**config.mk**
```make
export PLATFORM = sky130hd
export DESIGN_NAME = r22sdf_bitrev_16pt
export DESIGN_NICKNAME = d
export VERILOG_FILES = /design/src/rtl/r22sdf_bitrev_16pt.sv
export SDC_FILE = /design/constraint.sdc
export NUM_CORES = 1
export LEC_CHECK = 0
export CORE_UTILIZATION = 35
export CTS_CLUSTER_DIAMETER = 60
export DETAILED_ROUTE_END_ITERATION = 8
export PLACE_DENSITY = 0.49
export SYNTH_ARGS = -nofsm -noshare
export SYNTH_HDL_FRONTEND = slang
export SYNTH_SLANG_ARGS = --single-unit
```
**constraint.sdc**
```tcl
create_clock -name sys_clk -period 5.8 [get_ports sys_clk]
set_clock_uncertainty 0.15 [all_clocks]
set_input_delay 1.45 -clock sys_clk [delete_from_list [all_inputs] [get_ports sys_clk]]
set_output_delay 1.45 -clock sys_clk [all_outputs]
set_load 0.02 [all_outputs]
```
**src/rtl/r22sdf_bitrev_16pt.sv**
```systemverilog
// r22sdf_bitrev_16pt: ping-pong reorder buffer that turns the bit-reversed
// output stream of a 16-point R2^2SDF FFT into natural bin order.
// Frame n is written into one bank while frame n-1 is read back from the
// other bank at the bit-reversed address, one output per accepted input.
// Optional macro BITREV_OUT_FF_EN adds one extra register stage on every
// output except sync_err.
//
// state | meaning
// ------+----------------------------------------------------------------
// IDLE  | unsynchronised; discard samples until din_vld & din_sof
// FILL  | writing the first frame after sync, no output produced yet
// RUN   | writing frame n while emitting reordered frame n-1
module r22sdf_bitrev_16pt #(
    parameter int data_resolution = 16,
    parameter int fft_length      = 16
) (
    input  logic                       sys_clk,
    input  logic                       sys_rst,
    input  logic                       din_vld,
    input  logic                       din_sof,
    input  logic [data_resolution-1:0] din_r,
    input  logic [data_resolution-1:0] din_i,
    output logic [data_resolution-1:0] dout_r,
    output logic [data_resolution-1:0] dout_i,
    output logic                       dout_vld,
    output logic                       dout_sof,
    output logic [3:0]                 dout_idx,
    output logic                       sync_err
);

    localparam int word_w = 2 * data_resolution;

    typedef enum logic [1:0] {
        IDLE = 2'd0,
        FILL = 2'd1,
        RUN  = 2'd2
    } state_t;

    state_t                       state_q, state_d;
    logic [3:0]                   wr_cnt_q, wr_cnt_d;
    logic                         wr_bank_q, wr_bank_d;

    logic [word_w-1:0]            mem_q [0:1][0:fft_length-1];
    logic                         wr_en;
    logic [3:0]                   wr_addr;
    logic [word_w-1:0]            wr_word;
    logic [word_w-1:0]            rd_word;

    logic [data_resolution-1:0]   o1_r_q, o1_r_d;
    logic [data_resolution-1:0]   o1_i_q, o1_i_d;
    logic                         o1_vld_q, o1_vld_d;
    logic                         o1_sof_q, o1_sof_d;
    logic [3:0]                   o1_idx_q, o1_idx_d;
    logic                         sync_err_q, sync_err_d;

    // Position 0 and 15 are fixed points; bits 3<->0 and 2<->1 swap.
    function automatic logic [3:0] bitrev4(input logic [3:0] a);
        return {a[0], a[1], a[2], a[3]};
    endfunction

    assign wr_word = {din_r, din_i};
    assign rd_word = mem_q[~wr_bank_q][bitrev4(wr_cnt_q)];

    // Next-state, write control and first output stage.
    always_comb begin
        state_d    = state_q;
        wr_cnt_d   = wr_cnt_q;
        wr_bank_d  = wr_bank_q;
        wr_en      = 1'b0;
        wr_addr    = wr_cnt_q;
        sync_err_d = 1'b0;
        o1_vld_d   = 1'b0;
        o1_r_d     = o1_r_q;
        o1_i_d     = o1_i_q;
        o1_sof_d   = o1_sof_q;
        o1_idx_d   = o1_idx_q;

        if (din_vld) begin
            case (state_q)
                IDLE: begin
                    if (din_sof) begin
                        wr_en    = 1'b1;
                        wr_addr  = 4'd0;
                        wr_cnt_d = 4'd1;
                        state_d  = FILL;
                    end
                end
                FILL, RUN: begin
                    if (din_sof && (wr_cnt_q != 4'd0)) begin
                        // Misaligned frame start: restart the current bank.
                        wr_en      = 1'b1;
                        wr_addr    = 4'd0;
                        wr_cnt_d   = 4'd1;
                        state_d    = FILL;
                        sync_err_d = 1'b1;
                    end else begin
                        wr_en    = 1'b1;
                        wr_cnt_d = wr_cnt_q + 4'd1;
                        if (wr_cnt_q == 4'd15) begin
                            wr_bank_d = ~wr_bank_q;
                            state_d   = RUN;
                        end
                        if (state_q == RUN) begin
                            o1_vld_d = 1'b1;
                            o1_r_d   = rd_word[word_w-1:data_resolution];
                            o1_i_d   = rd_word[data_resolution-1:0];
                            o1_idx_d = wr_cnt_q;
                            o1_sof_d = (wr_cnt_q == 4'd0);
                        end
                    end
                end
                default: state_d = IDLE;
            endcase
        end
    end

    // Control and first output stage registers.
    always_ff @(posedge sys_clk) begin
        if (sys_rst) begin
            state_q    <= IDLE;
            wr_cnt_q   <= 4'd0;
            wr_bank_q  <= 1'b0;
            o1_r_q     <= '0;
            o1_i_q     <= '0;
            o1_vld_q   <= 1'b0;
            o1_sof_q   <= 1'b0;
            o1_idx_q   <= 4'd0;
            sync_err_q <= 1'b0;
        end else begin
            state_q    <= state_d;
            wr_cnt_q   <= wr_cnt_d;
            wr_bank_q  <= wr_bank_d;
            o1_r_q     <= o1_r_d;
            o1_i_q     <= o1_i_d;
            o1_vld_q   <= o1_vld_d;
            o1_sof_q   <= o1_sof_d;
            o1_idx_q   <= o1_idx_d;
            sync_err_q <= sync_err_d;
        end
    end

    // Ping-pong storage; contents survive reset, only the write is blocked.
    always_ff @(posedge sys_clk) begin
        if (!sys_rst && wr_en) begin
            mem_q[wr_bank_q][wr_addr] <= wr_word;
        end
    end

    assign sync_err = sync_err_q;

`ifdef BITREV_OUT_FF_EN
    logic [data_resolution-1:0]   o2_r_q, o2_r_d;
    logic [data_resolution-1:0]   o2_i_q, o2_i_d;
    logic                         o2_vld_q, o2_vld_d;
    logic                         o2_sof_q, o2_sof_d;
    logic [3:0]                   o2_idx_q, o2_idx_d;

    // Second output stage follows the first one unconditionally.
    always_comb begin
        o2_r_d   = o1_r_q;
        o2_i_d   = o1_i_q;
        o2_vld_d = o1_vld_q;
        o2_sof_d = o1_sof_q;
        o2_idx_d = o1_idx_q;
    end

    // Second output stage registers.
    always_ff @(posedge sys_clk) begin
        if (sys_rst) begin
            o2_r_q   <= '0;
            o2_i_q   <= '0;
            o2_vld_q <= 1'b0;
            o2_sof_q <= 1'b0;
            o2_idx_q <= 4'd0;
        end else begin
            o2_r_q   <= o2_r_d;
            o2_i_q   <= o2_i_d;
            o2_vld_q <= o2_vld_d;
            o2_sof_q <= o2_sof_d;
            o2_idx_q <= o2_idx_d;
        end
    end

    assign dout_r   = o2_r_q;
    assign dout_i   = o2_i_q;
    assign dout_vld = o2_vld_q;
    assign dout_sof = o2_sof_q;
    assign dout_idx = o2_idx_q;
`else
    assign dout_r   = o1_r_q;
    assign dout_i   = o1_i_q;
    assign dout_vld = o1_vld_q;
    assign dout_sof = o1_sof_q;
    assign dout_idx = o1_idx_q;
`endif

endmodule
```
==> results_dict.tcl, run 1 <==
set metrics [dict create \
    status "complete, no violations" \
    cpPeakStageDelay_ns 0.83 \
    synthTopCellsByArea "edfxtp_1 76%, mux4_2 14%, dfxtp_1 2.3%" \
    endpoint "mem_q[0][373]" \
    finalHoldViolCount 0 \
    irDropWorstVdd_mv 0.208 \
    power_mw 16.2 \
    pwr-share-comb 0.018 \
    grt_pass1_wl_mm 155 \
    vias 19800 \
    synth_area_um2 40400 \
    setup_viol 0 \
    async_flop_share 0 \
    ioPinCount 75 \
    grtUsageTotal 0.187 \
    maxCapViolations 0 \
    routedWlPerCell_um 29.5 \
    syn_avg_cell_area_um2 21.7 \
    clock_path_buffers 3 \
    gp_congestion 0.783 \
    drt-pass1-iter-count 5 \
    post-route-period-util 0.703 \
    clock_latency_ns 0.70 \
    layout.nets 2100 \
    area_growth_pct 18.2 \
    cts_resized 0 \
    synth_area_leader_cell "edfxtp_1" \
    die_h_um 342 \
    die-area_um2 117000 \
    via_per_inst 5.39 \
    drc 0 \
    dpl.cell_count 3453 \
    antenna_found_initial 6 \
    crit_fanout 32 \
    grt_max_degree 64 \
    clk_pin_slew_worst_paths_ns 0.06 \
    p_sw_mw 3.22 \
    fillers 9887 \
    p_sw_frac 0.199 \
    grt_pass1_vias 20400 \
    syn-instance-count 1864 \
    required_ns 5.95 \
    tightest_slew_ns 1.07 \
    slew_headroom 0.283 \
    min_period_ns 4.08 \
    final_cells 3669 \
    rsz0062_at_grt "no" \
    path_cells "clkdlybuf4s50_1 -> nand2b_1 -> nand2_1 -> nor3_1 -> a21oi_2 -> buf_4 -> nor2_4" \
    cts_root_buf "clkbuf_16" \
    layout_setup_ws_ns 1.72 \
    routed_wl_mm 108 \
    synth_flop_cell "edfxtp_1" \
    postCtsSetupRepairBufs 0 \
    grt_overflow_total 0 \
    htreeDepth 3 \
    reg2reg_depth 7 \
    cts_tree "built" \
    finalSetupTns_ns 0 \
    seq_power_share 0.522 \
    cts_made_buffers 115 \
    synth_cell_types 44 \
    min_path_type "reg2reg" \
    startpoint "din_sof" \
    synth_warnings 0 \
    synth_seq_cells 1070 \
    hold_buffers 0 \
    synth_top_area_frac 0.761 \
    cts_sinks 1070 \
    synth.most_common_cell "edfxtp_1" \
    reg2reg_setup_slack_ns 1.98 \
    power_frac_clock 0.460 \
    worstReg2RegEnd "dout_i[2]" \
    criticalPathCategory "in2reg" \
    fp.dieW_um 342 \
    ant_nets 0 \
    power.density_nw_per_um2 340 \
    rows 124 \
    arrival_ns 4.22 \
    drtIter0Drc 1863 \
    drive_above_1_share 0.273 \
    hold_ws_ns 0.305 \
    cp-start-kind "primary input" \
    endpoint_kind "register" \
    coreArea_um2 114000 \
    pre_cts_ws_ns 0.957 \
    portBuffers 74 \
    crit_slowest_cell "nor2_4" \
    r2r-start "wr_cnt_q[2]" \
    slew_violations 0 \
    synth_edf_count 1024 \
    synth_fp_nets 1906 \
    initial_utilization 0.353 \
    ys_seq_area_frac 0.784 \
    hpwl_mm 65.7 \
    intPower_mw 13.0 \
    synthTopCellsByCount "1024 x edfxtp_1, 254 x mux4_2, 121 x a22oi_1" \
    p_leak_nw 14.4 \
    max_freq_mhz 245 \
]
per-layer routing:
layer	track usage	up-vias	wire length (um)
met5	0	-	13
met4	0.0431	2	1710
met3	0.0337	114	6760
met2	0.287	627	50500
met1	0.277	10800	49400
li1	-	8279	-
how the worst min path moves through the flow:
stage | start | to | slack [ns] | cells after the start
6_report | dout_idx[3] | dout_idx[3] | 0.31 | 2
5_1_grt | dout_idx[3] | dout_idx[3] | 0.33 | 2
4_1_cts | dout_idx[3] | dout_idx[3] | 0.31 | 2
3_5_place_dp | dout_idx[3] | dout_idx[3] | 0.30 | 2
3_3_place_gp | dout_idx[1] | dout_idx[1] | 0.30 | 2
2_1_floorplan | state_q[0] | state_q[0] | 0.32 | 2
worst max-delay path: cells and delay by family:
kind                   cells  cell delay (ns)
AND/OR/NAND/NOR            4             1.56
buffers and inverters      2             0.97
AO/OA/AOI/OAI              1             0.22
area by class of cell:
type / instances / area [um^2] / area share
Antenna cell: 2 / 5.00 / 0.000105
Clock buffer: 156 / 3210 / 0.0671
Clock inverter: 58 / 659 / 0.0138
Inverter: 7 / 26.3 / 0.000550
Multi-Input combinational cell: 678 / 8530 / 0.179
Sequential cell: 1070 / 31700 / 0.663
Tap cell: 1512 / 1890 / 0.0396
Timing Repair Buffer: 186 / 1750 / 0.0367
registers in the layout (all words and copies together) (netlist names):
register / flops
mem_q: 1024
dout_i: 16
dout_r: 16
dout_idx: 4
wr_cnt_q: 4
state_q: 2
dout_sof: 1
dout_vld: 1
sync_err: 1
wr_bank_q: 1
power by group through the flow:
stage / Combinational, mW / Clock (mW) / Sequential, mW
floorplan: 0.0572 / 0 / 8.64
global placement: 0.286 / 0 / 8.64
detailed placement: 0.295 / 0 / 8.64
CTS: 0.295 / 7.61 / 8.47
global route: 0.312 / 7.89 / 8.47
finish: 0.292 / 7.46 / 8.47
layout by cell type (no fill, tap or decap), drive strengths merged, types with 2 or more instances in the layout:
cell / count
edfxtp: 1024
mux4: 254
clkbuf: 156
a22oi: 121
buf: 115
nor2: 75
a21oi: 72
clkdlybuf4s50: 71
nor3: 64
dfxtp: 46
clkinv: 33
nand2: 20
bufinv: 14
nand3: 11
inv: 11
mux2i: 8
clkinvlp: 7
o21ai: 6
ha: 6
nor2b: 6
a31oi: 4
nor3b: 3
nor4: 3
diode: 2
nand2b: 2
nand4: 2
o2111ai: 2
and2: 2
nand3b: 2
cells by family (layout without fill, tap and decap cells):
family,count (synthesis),after routing,share of synthesized area
flops,1070,1070,0.784
mux,263,263,0.144
compound gates,214,214,0.0353
simple gates,194,194,0.0221
buf+inv,116,407,0.0128
fa+ha+maj,6,6,0.00186
xor+xnor,1,1,0.000217
other cells,0,2,0
stage by stage:
step           cell area (um^2)   util
2_1_floorplan             40400      -
3_3_place_gp              43900  0.384
3_5_place_dp              43900  0.384
4_1_cts                   47800  0.418
5_1_grt                   47800  0.418
6_report                  47800  0.418
Note: power is estimated with default switching activity, not from simulation.
==> run 2, diff against run 1 <==
--- a/config.mk
+++ b/config.mk
@@ -8,7 +8,7 @@
 export CORE_UTILIZATION = 35
 export CTS_CLUSTER_DIAMETER = 60
 export DETAILED_ROUTE_END_ITERATION = 8
-export PLACE_DENSITY = 0.49
+export PLACE_DENSITY = 0.47
 export SYNTH_ARGS = -nofsm -noshare
 export SYNTH_HDL_FRONTEND = slang
 export SYNTH_SLANG_ARGS = --single-unit
==> constraint.sdc (replaced) <==
create_clock -name sys_clk -period 3.9 [get_ports sys_clk]
set_clock_uncertainty 0.15 [all_clocks]
set_input_delay 0.975 -clock sys_clk [delete_from_list [all_inputs] [get_ports sys_clk]]
set_output_delay 0.975 -clock sys_clk [all_outputs]
set_load 0.02 [all_outputs]
==> run 2 against run 1 <==
Net effect: first-iteration DRC count up 6.0%; register-to-register slack lost 1.6 ns; via count increased by 1.9%; non-clock buffer count up 58; combinational power up 59%; flip-flop and latch count did not move; die area unchanged; cell area increased by 1.6%; global-route usage is 1.0 points higher; sequential share of layout area fell by 1.0 points; critical path depth is 1 higher; sequential power rose by 49%; largest cell class unchanged.
==> results_dict.tcl, run 2 (same netlist as run 1, synthesis figures left out) <==
set metrics [dict create \
    status "complete, no violations" \
    htreeDepth 3 \
    criticalPathCategory "in2reg" \
    cts_resized 0 \
    grt_max_degree 56 \
    max_freq_mhz 281 \
    grt_pass1_vias 20800 \
    cpMostUsedCell "buf_4" \
    routed_wl_mm 114 \
    via_per_inst 5.41 \
    rsz0062_at_grt "no" \
    endpoint_kind "register" \
    hold_ws_ns 0.304 \
    grt_pass1_wl_mm 161 \
    hold_buffers 0 \
    maxCapViolations 0 \
    largest_register "mem_q" \
    gp_congestion 0.791 \
    slew_headroom 0.0804 \
    antenna_found_initial 6 \
    ant_nets 0 \
    min_path_type "reg2reg" \
    drive_above_1_share 0.298 \
    coreArea_um2 114000 \
    grtUsageTotal 0.197 \
    drtIter0Drc 1975 \
    fp.dieW_um 342 \
    vias 20200 \
    die-area_um2 117000 \
    dpl.cell_count 3510 \
    required_ns 4.02 \
    r2r-start "wr_cnt_q[1]" \
    cp_num_buf_inv 4 \
    largest_reg_flops 1024 \
    clock_path_buffers 3 \
    cp-start-kind "primary input" \
    p_leak_nw 14.7 \
    area_growth_pct 20.1 \
    die_h_um 342 \
    rows 124 \
    cpPeakStageDelay_ns 0.98 \
    startpoint "din_sof" \
    cts_sinks 1070 \
    final_common_cell "edfxtp_1" \
    grt_overflow_total 0 \
    ioPinCount 75 \
    drc 0 \
    routedWlPerCell_um 30.7 \
    power_mw 23.8 \
    clk_pin_slew_worst_paths_ns 0.06 \
    crit_family "simple AND/OR/NAND/NOR gates" \
    power.density_nw_per_um2 491 \
    finalHoldViolCount 0 \
    min_from "dout_idx[1]" \
    post-route-util 0.424 \
    final_cells 3727 \
    layout_setup_ws_ns 0.336 \
    min_period_ns 3.56 \
    clock_latency_ns 0.69 \
    layout.nets 2156 \
    drt-pass1-iter-count 5 \
    irDropWorstVdd_mv 0.331 \
    layout_common_cells "1024 x edfxtp_1, 254 x mux4_2, 121 x a22oi_1" \
    crit_slowest_cell "nor2_4" \
    crit_fanout 32 \
    setup_viol 0 \
    initial_utilization 0.353 \
    cts_root_buf "clkbuf_16" \
    postCtsSetupRepairBufs 0 \
    post-route-period-util 0.914 \
    cts_tree "built" \
    portBuffers 74 \
    pre_cts_ws_ns -0.356 \
    tightest_slew_ns 1.38 \
    path_cells "clkdlybuf4s50_1 -> buf_4 -> a21oi_1 -> nor4_1 -> buf_4 -> nand2_1 -> buf_12 -> nor2_4" \
    arrival_ns 3.68 \
    hpwl_mm 70.5 \
    slew_violations 0 \
    cts_made_buffers 113 \
]
-- run 2: changes by cell type in the layout (fill, tap and decap cells not counted), sizes merged --
cell           change
buf               +72
clkdlybuf4s50     -14
clkinv             +6
bufinv             -5
clkbuf             -1
diode              -1
inv                +1
-- run 2: stage by stage --
step | setup TNS, ns | cell area (um^2)
2_1_floorplan | -54.63 | 40400
3_3_place_gp | -60.94 | 44800
3_5_place_dp | -55.35 | 44800
4_1_cts | 0 | 48500
5_1_grt | 0 | 48500
6_report | 0 | 48500
-- run 2: worst min-delay path: stages, from the launching register on --
cell	delay [ns]
dfxtp_1	0.31
nand2_1	0.05
a21oi_1	0.05
-- run 2: final cells by class --
type / instances / area (um^2)
repair buffers: 244 / 2660
flip-flops and latches: 1070 / 31700
clock buffers: 155 / 3160
well taps: 1512 / 1890
diodes: 1 / 2.50
clock inverters: 60 / 556
fillers: 9861 / 65800
multi-input cells: 678 / 8530
inverters: 7 / 26.3
-- run 2: layer usage --
metal / vias up / wire length (um) / track usage / share of wire
li1: 8394 / - / - / -
met1: 11000 / 49900 / 0.279 / 0.44
met2: 669 / 55100 / 0.315 / 0.48
met3: 134 / 6780 / 0.0331 / 0.059
met4: 0 / 2520 / 0.0534 / 0.022
met5: - / 0 / 0 / 0
-- run 2: where the power goes --
group / total (mW) / switching (mW) / internal (mW) / leakage, nW
Clock: 10.7 / 4.48 / 6.26 / 1.80
Sequential: 12.6 / 0.00565 / 12.6 / 9.58
Combinational: 0.464 / 0.373 / 0.0907 / 3.31
-- run 2: worst paths after layout --
check	depth (start not counted)	slack [ns]	end
setup / recovery	8	0.34	mem_q[0][90]
hold / removal	2	0.30	dout_idx[1]
setup reg to reg	8	0.35	mem_q[0][90]
hold reg to reg	2	0.30	dout_idx[1]
==> run 3, diff against run 2 <==
--- a/config.mk
+++ b/config.mk
@@ -7,6 +7,7 @@
 export LEC_CHECK = 0
 export CORE_UTILIZATION = 35
 export CTS_CLUSTER_DIAMETER = 60
+export CTS_CLUSTER_SIZE = 16
 export DETAILED_ROUTE_END_ITERATION = 8
 export PLACE_DENSITY = 0.47
 export SYNTH_ARGS = -nofsm -noshare
==> run 3 against run 2 <==
Net effect: utilization fell by 0.40 points; highest routed layer unchanged; worst hold slack improved by 0.0028 ns; die area did not move.
==> results_dict.tcl, run 3 (same netlist as run 1, synthesis figures left out) <==
set metrics [dict create \
    status "complete, no violations" \
    layout_setup_ws_ns 0.315 \
    grtUsageTotal 0.196 \
    die_h_um 342 \
    clock_path_buffers 3 \
    required_ns 4.03 \
    clock_latency_ns 0.68 \
    finalSetupTns_ns 0 \
    area_growth_pct 18.9 \
    fillers 9900 \
    clk_pin_slew_worst_paths_ns 0.07 \
    power_frac_clock 0.430 \
    drive_above_1_share 0.298 \
    grt_max_degree 56 \
    fp.dieW_um 342 \
    largest_register "mem_q" \
    ioPinCount 75 \
    irDropWorstVdd_mv 0.286 \
    drc 0 \
    busiest_layer "met2" \
    gp_congestion 0.791 \
    layout.nets 2137 \
    ant_nets 0 \
    via_per_inst 5.41 \
    drt-pass1-iter-count 7 \
    coreArea_um2 114000 \
    rsz0062_at_grt "no" \
    seq_power_share 0.550 \
    grt_use_met3 0.0334 \
    p_sw_frac 0.209 \
    reg2reg_depth 8 \
    grt_pass1_vias 20600 \
    min_from "dout_idx[1]" \
    die-area_um2 117000 \
    routedWlPerCell_um 30.8 \
    setup_viol 0 \
    placed_area_um2 44800 \
    worstReg2RegEnd "mem_q[0][90]" \
    min_period_ns 3.59 \
    cp-start-kind "primary input" \
    grt_overflow_total 0 \
    antenna_found_initial 5 \
    worstHoldPathCells 2 \
    crit_fanout 32 \
    layout_common_cells "1024 x edfxtp_1, 254 x mux4_2, 121 x a22oi_1" \
    post-route-period-util 0.919 \
    cts_root_buf "clkbuf_16" \
    slew_violations 0 \
    routed_wl_mm 114 \
    power.density_nw_per_um2 477 \
    design_area_um2 48100 \
    cts_sinks 1070 \
    cts_tree "built" \
    maxCapViolations 0 \
    max_freq_mhz 279 \
    rows 124 \
    vias 20000 \
    intPower_mw 18.1 \
    tightest_slew_ns 1.36 \
    cts_resized 0 \
    power_mw 22.9 \
    endpoint_kind "register" \
    finalHoldViolCount 0 \
    initial_utilization 0.353 \
    pwr-share-comb 0.020 \
    hpwl_mm 70.5 \
    met1_usage 0.277 \
    final_common_cell "edfxtp_1" \
    postCtsSetupRepairBufs 0 \
    min_path_type "reg2reg" \
    r2r-start "wr_cnt_q[1]" \
    cts_made_buffers 94 \
    holdPathEnd "dout_idx[1]" \
    p_sw_mw 4.78 \
    drtIter0Drc 1957 \
    largest_reg_flops 1024 \
    htreeDepth 3 \
    hold_buffers 0 \
    criticalPathCategory "in2reg" \
    portBuffers 74 \
    reg2reg_setup_slack_ns 0.36 \
    grt_use_met2 0.314 \
    pre_cts_ws_ns -0.356 \
    p_leak_nw 14.5 \
    arrival_ns 3.71 \
    slew_headroom 0.0937 \
    grt_pass1_wl_mm 160 \
]
run 3: changes by cell type in the layout (fill, tap and decap cells not counted):
cell and delta:
clkbuf_1 -8, clkbuf_16 -18, clkbuf_8 -4, clkinv_1 -19, clkinv_2 -8, clkinv_4 +7, clkinv_8 +1, clkinvlp_4 +1
diode_2 +1, inv_12 +1, inv_6 +6, inv_8 +3
run 3: worst max path at each step:
| stage | start | end | depth (start not counted) |
|---|---|---|---|
| global placement | din_sof | mem_q[0][324] | 8 |
| CTS | wr_cnt_q[1] | mem_q[0][90] | 8 |
| detailed placement | din_sof | mem_q[0][94] | 8 |
| floorplan | wr_cnt_q[0] | mem_q[1][128] | 10 |
| finish | din_sof | mem_q[0][347] | 8 |
| global route | wr_cnt_q[1] | mem_q[1][308] | 8 |
run 3: worst max-delay path, stage by stage:
cell	delay [ns]
clkdlybuf4s50_1	0.46
buf_4	0.17
a21oi_1	0.10
nor4_1	0.47
buf_4	0.24
nand3_1	0.10
buf_4	0.19
nor2_4	0.96
run 3: metal layers:
layer  share of wire  vias to the layer above
li1                -                     8341
met1            0.44                    10900
met2            0.48                      611
met3           0.057                      127
met4           0.022                        0
met5               0                        -
run 3: final cells by class:
cell class | instances | area, um^2 | share of cell area
Sequential cell | 1070 | 31700 | 0.659
Multi-Input combinational cell | 678 | 8530 | 0.178
Timing Repair Buffer | 244 | 2660 | 0.0553
Clock buffer | 125 | 2630 | 0.0546
Tap cell | 1512 | 1890 | 0.0394
Clock inverter | 52 | 632 | 0.0131
Inverter | 7 | 26.3 | 0.000547
Antenna cell | 2 | 5.00 | 0.000104
run 3: power groups by stage:
stage | clock, mW | sequential, mW | combinational (mW)
floorplan | 0 | 12.9 | 0.0855
global placement | 0 | 12.8 | 0.463
detailed placement | 0 | 12.8 | 0.474
CTS | 10.1 | 12.6 | 0.474
global route | 10.4 | 12.6 | 0.492
finish | 9.85 | 12.6 | 0.463
run 3: metrics by stage:
step / utilization / instances / hold slack [ns]
after floorplan: - / 1864 / 0.317
after global placement: 0.392 / 3510 / 0.294
after detailed placement: 0.392 / 3510 / 0.300
after CTS: 0.420 / 3687 / 0.310
after global routing: 0.420 / 3688 / 0.329
final: 0.420 / 3690 / 0.307
